[config.mk]
export PLATFORM = sky130hd
export DESIGN_NAME = usb3_tx_if
export DESIGN_NICKNAME = d
export VERILOG_FILES = /design/src/rtl/usb3_pkg.sv /design/src/rtl/usb3_tx_fifo.sv /design/src/rtl/usb3_tx_if.sv
export SDC_FILE = /design/constraint.sdc
export NUM_CORES = 1
export LEC_CHECK = 0
export ABC_AREA = 1
export ABC_CLOCK_PERIOD_IN_PS = 7400
export BUFFER_PORTS_ARGS = -buffer_cell sky130_fd_sc_hd__buf_2
export CAP_MARGIN = 20
export CORE_MARGIN = 3
export CORE_UTILIZATION = 45
export CTS_BUF_LIST = sky130_fd_sc_hd__clkbuf_4 sky130_fd_sc_hd__clkbuf_8
export DETAILED_ROUTE_END_ITERATION = 12
export SLEW_MARGIN = 5
export SYNTH_ARGS = -nofsm -noshare
export SYNTH_HDL_FRONTEND = slang
export SYNTH_HIERARCHICAL = 1
export SYNTH_SLANG_ARGS = --single-unit
[constraint.sdc]
create_clock -name ftdi_clk -period 7.4 [get_ports ftdi_clk]
set_input_delay 0.74 -clock ftdi_clk [delete_from_list [all_inputs] [get_ports ftdi_clk]]
set_output_delay 0.74 -clock ftdi_clk [all_outputs]
set_load 0.01 [all_outputs]
[src/rtl/usb3_pkg.sv]
// Types and widths shared by the FT601 transmit and receive interfaces.
package usb3_pkg;

    localparam int USB3_DATA_W = 32;
    localparam int USB3_BE_W   = 4;

    typedef enum logic [1:0] {
        TX_IDLE  = 2'd0,
        TX_TURN  = 2'd1,
        TX_WRITE = 2'd2,
        TX_HOLD  = 2'd3
    } usb3_tx_state_t;

endpackage

[src/rtl/usb3_tx_fifo.sv]
// Show-ahead single-clock FIFO: the head word is visible on o_data while not empty.
module usb3_tx_fifo #(
    parameter  int DEPTH  = 16,
    parameter  int DATA_W = 36,
    localparam int PTR_W  = $clog2(DEPTH),
    localparam int LVL_W  = $clog2(DEPTH) + 1
) (
    input  logic              clk,
    input  logic              rst,
    input  logic              i_push,
    input  logic [DATA_W-1:0] i_data,
    input  logic              i_pop,
    output logic [DATA_W-1:0] o_data,
    output logic [LVL_W-1:0]  o_level,
    output logic              o_full,
    output logic              o_empty
);

    logic [DATA_W-1:0] r_mem [DEPTH];
    logic [PTR_W-1:0]  r_wr_ptr;
    logic [PTR_W-1:0]  r_rd_ptr;
    logic [LVL_W-1:0]  r_level;
    logic              w_push;
    logic              w_pop;

    assign o_full  = (r_level == LVL_W'(DEPTH));
    assign o_empty = (r_level == '0);
    assign o_level = r_level;
    assign o_data  = r_mem[r_rd_ptr];
    assign w_push  = i_push && !o_full;
    assign w_pop   = i_pop && !o_empty;

    // NOTE: storage has no reset; the pointers and level alone define which entries are valid.
    always_ff @(posedge clk) begin
        if (w_push) r_mem[r_wr_ptr] <= i_data;
    end

    // Pointers are exactly PTR_W bits, so they wrap mod DEPTH on their own.
    always_ff @(posedge clk or posedge rst) begin
        if (rst) begin
            r_wr_ptr <= '0;
            r_rd_ptr <= '0;
            r_level  <= '0;
        end else begin
            if (w_push) r_wr_ptr <= r_wr_ptr + PTR_W'(1);
            if (w_pop)  r_rd_ptr <= r_rd_ptr + PTR_W'(1);
            case ({w_push, w_pop})
                2'b10:   r_level <= r_level + LVL_W'(1);
                2'b01:   r_level <= r_level - LVL_W'(1);
                default: r_level <= r_level;
            endcase
        end
    end

endmodule

[src/rtl/usb3_tx_if.sv]
// FT601 245-synchronous write path: buffers words from FPGA logic and bursts them to the host.
module usb3_tx_if
    import usb3_pkg::*;
#(
    parameter  int FIFO_DEPTH = 16,
    localparam int LVL_W      = $clog2(FIFO_DEPTH) + 1
) (
    input  logic                   ftdi_clk,
    input  logic                   reset,
    input  logic                   FT_TXE,
    output logic                   FT_WR,
    output logic [USB3_DATA_W-1:0] usb3_data_out,
    output logic [USB3_BE_W-1:0]   usb3_be_out,
    output logic                   usb3_data_oe,
    input  logic                   rx_active,
    output logic                   tx_busy,
    input  logic                   push_word,
    input  logic [USB3_DATA_W-1:0] push_data,
    input  logic [USB3_BE_W-1:0]   push_be,
    output logic                   fifo_full,
    output logic [LVL_W-1:0]       fifo_level,
    output logic                   overflow,
    output logic [31:0]            words_sent
);

    usb3_tx_state_t                      r_state;
    usb3_tx_state_t                      w_next;
    logic                                w_pop;
    logic                                w_accept;
    logic                                w_empty;
    logic [USB3_BE_W+USB3_DATA_W-1:0]    w_head;
    logic                                r_ft_wr_n;
    logic                                r_oe;
    logic [USB3_DATA_W-1:0]              r_data;
    logic [USB3_BE_W-1:0]                r_be;
    logic                                r_overflow;
    logic [31:0]                         r_words_sent;

    usb3_tx_fifo #(
        .DEPTH  (FIFO_DEPTH),
        .DATA_W (USB3_BE_W + USB3_DATA_W)
    ) u_fifo (
        .clk     (ftdi_clk),
        .rst     (reset),
        .i_push  (push_word),
        .i_data  ({push_be, push_data}),
        .i_pop   (w_pop),
        .o_data  (w_head),
        .o_level (fifo_level),
        .o_full  (fifo_full),
        .o_empty (w_empty)
    );

    // NOTE: every combinational output gets a default first so no path leaves it unassigned (no latch).
    always_comb begin
        w_next   = r_state;
        w_pop    = 1'b0;
        w_accept = 1'b0;
        case (r_state)
            TX_IDLE: begin
                if (!w_empty && !FT_TXE && !rx_active) begin
                    w_pop  = 1'b1;
                    w_next = TX_TURN;
                end
            end
            TX_TURN:  w_next = FT_TXE ? TX_HOLD : TX_WRITE;
            TX_WRITE: begin
                if (FT_TXE) begin
                    w_next = TX_HOLD;
                end else begin
                    w_accept = 1'b1;
                    if (!w_empty && !rx_active) w_pop  = 1'b1;
                    else                        w_next = TX_IDLE;
                end
            end
            TX_HOLD:  if (!FT_TXE) w_next = TX_WRITE;
            default:  w_next = TX_IDLE;
        endcase
    end

    // NOTE: state and pad registers use non-blocking assignments so every flop samples pre-edge values.
    always_ff @(posedge ftdi_clk or posedge reset) begin
        if (reset) begin
            r_state      <= TX_IDLE;
            r_ft_wr_n    <= 1'b1;
            r_oe         <= 1'b0;
            r_data       <= '0;
            r_be         <= '0;
            r_overflow   <= 1'b0;
            r_words_sent <= '0;
        end else begin
            r_state   <= w_next;
            r_ft_wr_n <= (w_next != TX_WRITE);
            r_oe      <= (w_next != TX_IDLE);
            if (w_pop) begin
                r_data <= w_head[USB3_DATA_W-1:0];
                r_be   <= w_head[USB3_BE_W+USB3_DATA_W-1:USB3_DATA_W];
            end
            if (w_accept)              r_words_sent <= r_words_sent + 32'd1;
            if (push_word && fifo_full) r_overflow  <= 1'b1;
        end
    end

    assign FT_WR         = r_ft_wr_n;
    assign usb3_data_oe  = r_oe;
    assign usb3_data_out = r_data;
    assign usb3_be_out   = r_be;
    assign overflow      = r_overflow;
    assign words_sent    = r_words_sent;
    assign tx_busy       = (r_state != TX_IDLE);

endmodule

Word-level counts from Yosys, hierarchy flattened. Memory sizes are Yosys's and may differ from the RTL's. A register that Yosys moved wholly into a read port is not among the register bits. Index checks and enable logic that the tools add are counted.

Input port bits: 41. RAM bits: 576. Flip-flop bits (word level): 50. Word-level logic and storage cells: 51. Output and inout port bits: 78. Memories: 1.

Memory list: u_fifo.r_mem (words 16, width 36, rd ports 1, clocked after memory_dff 1, wr ports 1, RTL line usb3_tx_fifo.sv:19) `logic [DATA_W-1:0] r_mem [DEPTH];`.

Equal/unequal tests: 7. Muxes and demuxes: 15. Reductions and logical operators: 15. $add $sub $neg: 5.

Operators with widths (number): $add A32 B1 Y32 const B (1); $pmux W5 S2 (1); $add A4 B1 Y4 const B (2); $mux W1 (8); $mux W2 (4); $pmux W2 S4 (1); $eq A2 B2 Y1 const B (3); $logic_and A1 B1 Y1 (6); $reduce_bool A2 Y1 (3); $add A5 B1 Y5 const B (1); $eq A5 B5 Y1 const B (1); $logic_not A5 Y1 (1); $sub A5 B1 Y5 const B (1); $eq A2 B1 Y1 const B (2); $logic_not A1 Y1 (4); $logic_not A2 Y1 (1); $ne A2 B2 Y1 const B (1); $pmux W1 S2 (1).

Depth between registers and ports, before layout. Gate-level depths: netlist of run 1.

Depth in word-level cells: 9. Mapped depth: 21. Depth with buffers taken out: 19.

Modules after synthesis. The synthesis of run 1 kept the hierarchy.

Modules (own cells, without submodules): usb3_tx_fifo (cells each 2361, sequential area each 17621.9 um^2, area an instance 24857.6 um^2, instances 1); usb3_tx_if (cells each 410, sequential area each 1828.0 um^2, area an instance 3419.5 um^2, instances 1).

Least setup slack after synthesis of run 1. OpenSTA, ideal clock, no wires.

Kind: input to register. From: input port push_word. To: memory u_fifo.r_mem[0][0] (enable). Slack: 4.315 ns. Library setup time: 0.429 ns. Required time: 6.971 ns. Stages: 4. Arrival: 2.656 ns. Path through: nand2_1 > inv_1 > nand2_1 > nor2_1.

Word-level cells in the longest chain between the ends: 3.

RTL lines: start, declared (RTL line usb3_tx_if.sv:17) `input logic push_word,`; $logic_and A1 B1 Y1 (RTL line usb3_tx_fifo.sv:30) `assign w_push = i_push && !o_full;`; $mux W1 (RTL line usb3_tx_fifo.sv:35) `if (w_push) r_mem[r_wr_ptr] <= i_data;`; $mux W1 (implied by the code) (RTL line usb3_tx_fifo.sv:35); end, declared (RTL line usb3_tx_fifo.sv:19).

No other way between the ends.

==> results.toml, run 1 <==
[drt]
first_iter_violations = 1238
vias_per_cell = 4.92
drc = 0
ant_nets = 0
num_vias = 18900
wl_um = 69900
drtPass1Iterations = 6
avgRoutedWirePerCell_um = 18.2

[floorplanning]
core_area_um2 = 61900
die_w_um = 257
die_y_um = 257
io_pins = 119
rows = 91
initial_utilization_pct = 45.7
die_area_um2 = 65900

[run_status]
outcome = "complete, no violations"

[critical_path]
crit_required_ns = 8.02
critical_path_class = "register to register"
cpMostUsedCell = "nand2_1"
path_cells = "buf_12 > buf_4 > nand2_1 > nand3_1 > nand2_1 > nor2_1 > nand2_1 > nand2_1 > nand2_1 > nand2_1"
path_max_fanout = 227
worstPathArrival_ns = 4.15
critPathCaptureType = "register"
slowest_stage = "buf_4"
critPathLaunch = "u_fifo/r_rd_ptr[0]$_DFFE_PP0P_"
cpPeakStageDelay_ns = 0.85
r2r-start = "u_fifo/r_rd_ptr[0]$_DFFE_PP0P_"
cp-start-kind = "register"

[power]
power.leakage_nw = 13.6
internal-power_w = 0.00724
clockPowerShare_pct = 28.8
switchingPower_w = 0.00402
power_w = 0.0113
p_seq_share_pct = 42.2
combPwrFrac_pct = 29.0
vdd_drop_max_mv = 0.248
switching_share_pct = 35.7
power_density_nw_per_um2 = 353

[clock_network]
cts_setup_buffers = 0
clock_path_buffers = 3
root_buffer = "clkbuf_8"
tritoncts = "built"
clk_pin_slew_ns = 0.06
cts_buffers = 108
htreeDepth = 3
ctsResizeCount = 0
hold_buffers = 0
clk-insertion-delay-late_ns = 0.73
cts_num_sinks = 662

[synthesis]
synth_area_um2 = 28300
syn_inst = 2771
yosysUniqueCellTypes = 33
yosysSeqAreaShare_pct = 68.8
ys_ff_latch = 662
ys_warn_count = 6
synth_nets = 2823
avgSynthCellArea_um2 = 10.2

[timing]
worst_pin_slew_ns = 1.13
hold_ws_ns = 0.0791
hold_viol = 0
max-slew-margin-rel_pct = 24.8
finClkSkew_ns = 0.0489
setup_violations = 0
fin_crit_ns = 3.53
maxSlewViolCount = 0
fmax_mhz = 283
fin_crit_sh_pct = 47.7
rsz0062_at_grt = "no"
fin_tns_setup_ns = 0

[worst_hold_path]
hp-class = "primary input to async pin"

[flow_run]
maxCapViolations = 0

[global_route]
grt_pass1_vias = 18200
grt_max_degree = 228
grt_use_met1_pct = 27.7
met2_usage_pct = 35.2
antenna_found_initial = 7
grt-ovfl-total = 0
grt_pass1_wl_um = 107000
met3_usage_pct = 3.95
grt_use_total_pct = 21.1
grt.busiest_layer = "met2"

[placed_design]
hpwlAfterDp_um = 34200
place_congestion = 0.857
dp_cells = 3639
detailed_place.area_um2 = 29700
place.port_buffers = 118

[cells_and_area]
areaGrowthSynthToFinish_pct = 12.9
drive_above_1_share_pct = 12.7
final_cell_area_um2 = 31900
nets = 2965
fin_cells = 3845
[power by group through the flow]
| stage | Sequential [W] | Clock, W | Combinational (W) |
|---|---|---|---|
| after floorplan | 0.00478 | 0 | 0.00230 |
| after global placement | 0.00481 | 0 | 0.00323 |
| after detailed placement | 0.00483 | 0 | 0.00328 |
| after CTS | 0.00476 | 0.00332 | 0.00329 |
| after global routing | 0.00479 | 0.00349 | 0.00369 |
| final | 0.00475 | 0.00324 | 0.00326 |
[layout make-up]
type / count / area (um2)
clock buffer: 165 / 1970
inverter: 271 / 1030
tap: 837 / 1050
multi-input combinational: 1723 / 7310
clock inverter: 37 / 270
fill: 5532 / 30000
sequential: 662 / 19500
antenna: 3 / 7.51
timing repair buffer: 147 / 833
[path summary, 6_finish.rpt]
check                                                     end  slack (ns)  cells past startpoint
min in group ftdi_clk                    overflow$_DFFE_PP0P_        0.26                      2
worst min-delay path            usb3_data_out[17]$_DFFE_PP0P_        0.08                      2
worst max register to register  usb3_data_out[28]$_DFFE_PP0P_        3.87                     10
worst min register to register           overflow$_DFFE_PP0P_        0.45                      1
worst max-delay path            usb3_data_out[28]$_DFFE_PP0P_        3.87                     10
max in group asynchronous       usb3_data_out[14]$_DFFE_PP0P_        6.23                      3
[cells in the final DEF (no fill, tap or decap), types with 11 or more instances in the layout]
| cell | n |
|---|---|
| xor2_1 | 11 |
| dfrtp_1 | 82 |
| clkinv_1 | 23 |
| nand2_1 | 1139 |
| buf_4 | 27 |
| clkbuf_8 | 117 |
| buf_2 | 118 |
| nor2_1 | 244 |
| inv_1 | 262 |
| nand3_1 | 233 |
| nor2_4 | 25 |
| clkbuf_4 | 48 |
| edfxtp_1 | 576 |
[cell usage after synthesis, drive strengths merged]
| cell type | n | share of area [%] |
|---|---|---|
| fa | 1 | 0.071 |
| edfxtp | 576 | 61 |
| dfstp | 1 | 0.093 |
| nor2 | 279 | 4.0 |
| clkbuf | 22 | 0.29 |
| or2 | 2 | 0.044 |
| inv | 270 | 3.6 |
| dfrtp | 85 | 7.5 |
| nand2 | 1141 | 15 |
| clkinv | 1 | 0.013 |
| xnor2 | 9 | 0.28 |
| a21o | 1 | 0.027 |
| nand3 | 237 | 4.3 |
| ha | 10 | 0.44 |
| o21ai | 9 | 0.16 |
| buf | 93 | 1.9 |
| nand3b | 10 | 0.27 |
| nor3 | 6 | 0.11 |
| a21oi | 1 | 0.018 |
| nand4 | 6 | 0.13 |
| xor2 | 11 | 0.34 |
[metal layers]
| layer | up-vias | wire length (um) |
|---|---|---|
| li1 | 9212 | - |
| met4 | 6 | 2170 |
| met5 | - | 41 |
| met2 | 508 | 33900 |
| met1 | 9052 | 29800 |
| met3 | 144 | 3940 |
[metrics by stage]
step	setup slack, ns	utilization, %
6_report	3.87	51.5
5_1_grt	3.59	51.5
4_1_cts	3.93	51.5
3_5_place_dp	3.86	47.9
3_3_place_gp	3.90	47.9
2_1_floorplan	4.32	-
[critical path, delay by kind of cell, from the launching register on]
kind                   cells  cell delay, ns
buffers and inverters      2            1.59
DFF                        1            0.80
and+or+nand+nor            8            0.78
[cell families after synthesis]
kind of cell | synth area share [%]
AOI/OAI and AO/OA | 0.204
and+or+nand+nor | 24.1
DFF | 68.8
xor gates and xnor gates | 0.619
adders and majority gates | 0.513
buffers and inverters | 5.79
[flip-flops by register name, summed over array words and instances, names as in the netlist]
signal / count
FT_WR: 1
u_fifo/r_rd_ptr: 4
u_fifo/o_level: 5
usb3_data_out: 32
usb3_be_out: 4
u_fifo/r_wr_ptr: 4
r_state: 2
usb3_data_oe: 1
u_fifo/r_mem: 576
words_sent: 32
overflow: 1
No activity file was read; power rests on OpenSTA's default activity.
==> run 2, diff against run 1 <==
--- a/config.mk
+++ b/config.mk
@@ -6,7 +6,7 @@
 export NUM_CORES = 1
 export LEC_CHECK = 0
 export ABC_AREA = 1
-export ABC_CLOCK_PERIOD_IN_PS = 7400
+export ABC_CLOCK_PERIOD_IN_PS = 3130
 export BUFFER_PORTS_ARGS = -buffer_cell sky130_fd_sc_hd__buf_2
 export CAP_MARGIN = 20
 export CORE_MARGIN = 3
==> constraint.sdc (replaced) <==
create_clock -name ftdi_clk -period 3.13 [get_ports ftdi_clk]
set_input_delay 0.313 -clock ftdi_clk [delete_from_list [all_inputs] [get_ports ftdi_clk]]
set_output_delay 0.313 -clock ftdi_clk [all_outputs]
set_load 0.01 [all_outputs]
==> results.toml, run 2 (same netlist as run 1, synthesis figures left out) <==
[critical_path]
crit_required_ns = 3.73
critPathLaunch = "u_fifo/o_level[1]$_DFFE_PP0P_"
critical_path_class = "register to register"
cp-start-kind = "register"
critPathCaptureType = "register"
path_max_fanout = 6
worstPathArrival_ns = 3.26
r2r-start = "u_fifo/o_level[1]$_DFFE_PP0P_"

[floorplanning]
rows = 91
die_w_um = 257
die_y_um = 257
die_area_um2 = 65900
initial_utilization_pct = 45.7
io_pins = 119
core_area_um2 = 61900

[drt]
vias_per_cell = 4.96
num_vias = 19400
first_iter_violations = 1279
drc = 0
wl_um = 70600
drtPass1Iterations = 5
ant_nets = 0
avgRoutedWirePerCell_um = 18.0

[global_route]
grt_pass1_wl_um = 110000
grt_use_total_pct = 21.5
grt-ovfl-total = 0
grt_pass1_vias = 18900
grt_max_degree = 111
antenna_found_initial = 3

[timing]
fmax_mhz = 376
max-slew-margin-rel_pct = 34.7
finClkSkew_ns = 0.0354
maxSlewViolCount = 0
setup_violations = 0
hold_viol = 0
worst_pin_slew_ns = 0.979
fin_tns_setup_ns = 0
rsz0062_at_grt = "no"
fin_crit_ns = 2.66
fin_crit_sh_pct = 85.0

[clock_network]
clk_pin_slew_ns = 0.06
tritoncts = "built"
htreeDepth = 3
cts_buffers = 108
cts_setup_buffers = 0
root_buffer = "clkbuf_8"
ctsResizeCount = 0
clock_path_buffers = 3
cts_num_sinks = 662
hold_buffers = 42
clk-insertion-delay-late_ns = 0.72

[power]
power_density_nw_per_um2 = 822
vdd_drop_max_mv = 0.541
power.leakage_nw = 13.9

[run_status]
outcome = "complete, no violations"

[cells_and_area]
n_fill_cell = 5528
multiInputGateArea_um2 = 7310
nets = 3038
final_cell_area_um2 = 32600
regArea_um2 = 19500
largest_reg_flops = 576
final_common_cell = "nand2_1"
regMostFlops = "u_fifo/r_mem"
areaGrowthSynthToFinish_pct = 15.3
drive_above_1_share_pct = 13.4
fin_cells = 3915
mostFrequentLayoutCells = "nand2_1, edfxtp_1, inv_1"

[placed_design]
place.port_buffers = 118
hpwlAfterDp_um = 39100
dp_cells = 3671
detailed_place.area_um2 = 30000
place_congestion = 0.839

[worst_hold_path]
hp-class = "primary input to async pin"

[flow_run]
maxCapViolations = 0
## run 2: cell count changes in the layout (fill, tap and decap cells not counted), moves of 2 or more
cell           delta
clkbuf_4          +3
clkbuf_8          -2
inv_12            -4
buf_4            +23
buf_12            +8
dlygate4sd3_1    +42
## run 2: path summary, 6_finish.rpt
kind,cells after the start,slack (ns),end
setup / recovery,19,0.47,u_fifo/o_level[4]$_DFFE_PP0P_
hold reg to reg,1,0.45,overflow$_DFFE_PP0P_
max in group asynchronous,4,2.04,usb3_data_out[19]$_DFFE_PP0P_
hold / removal,3,0.23,u_fifo/o_level[0]$_DFFE_PP0P_
setup reg to reg,19,0.47,u_fifo/o_level[4]$_DFFE_PP0P_
min in group ftdi_clk,3,0.39,overflow$_DFFE_PP0P_
## run 2: layout make-up
type                            instances  area share, %
Clock inverter                         34          0.629
Tap cell                              837           3.21
Timing Repair Buffer                  220           4.87
Inverter                              271           3.15
Sequential cell                       662           59.7
Multi-Input combinational cell       1723           22.4
Clock buffer                          166           6.03
Antenna cell                            2         0.0153
## run 2: layer usage
layer / vias up / wire length, um / GRT usage (%)
met3: 155 / 3340 / 3.58
met4: 2 / 1960 / 7.42
met2: 498 / 34300 / 35.9
met5: - / 7 / 0
li1: 9356 / - / -
met1: 9393 / 31000 / 28.6
## run 2: power breakdown
part,switching [W],internal (W),leakage (nW)
sequential,0.000425,0.0107,6.30
clock,0.00334,0.00415,1.16
combinational,0.00582,0.00242,6.47
total,0.00958,0.0172,13.9
## run 2: per-stage QoR
stage	utilization [%]	hold slack (ns)	worst slack (ns)	power, W
after global placement	48.5	0.404	0.576	0.0194
after global routing	52.6	0.247	0.242	0.0285
after detailed placement	48.5	0.430	0.534	0.0195
after floorplan	-	0.190	0.156	0.0167
after CTS	52.6	0.187	0.503	0.0271
final	52.6	0.233	0.470	0.0268
## run 2: critical path, cell delays in order (launching register included)
cell and delay [ns]:
dfrtp_1 0.39, inv_1 0.10, nand4_1 0.13, inv_1 0.06, nor2_1 0.13, inv_1 0.10
nor2_4 0.09, nand2_1 0.14, inv_1 0.13, ha_1 0.26, inv_1 0.11, fa_1 0.37
inv_1 0.09, nand2_1 0.08, nand2_1 0.08, nand2_1 0.06, nand2_1 0.06, nand2_1 0.05
nand2_1 0.05, nand2_1 0.05
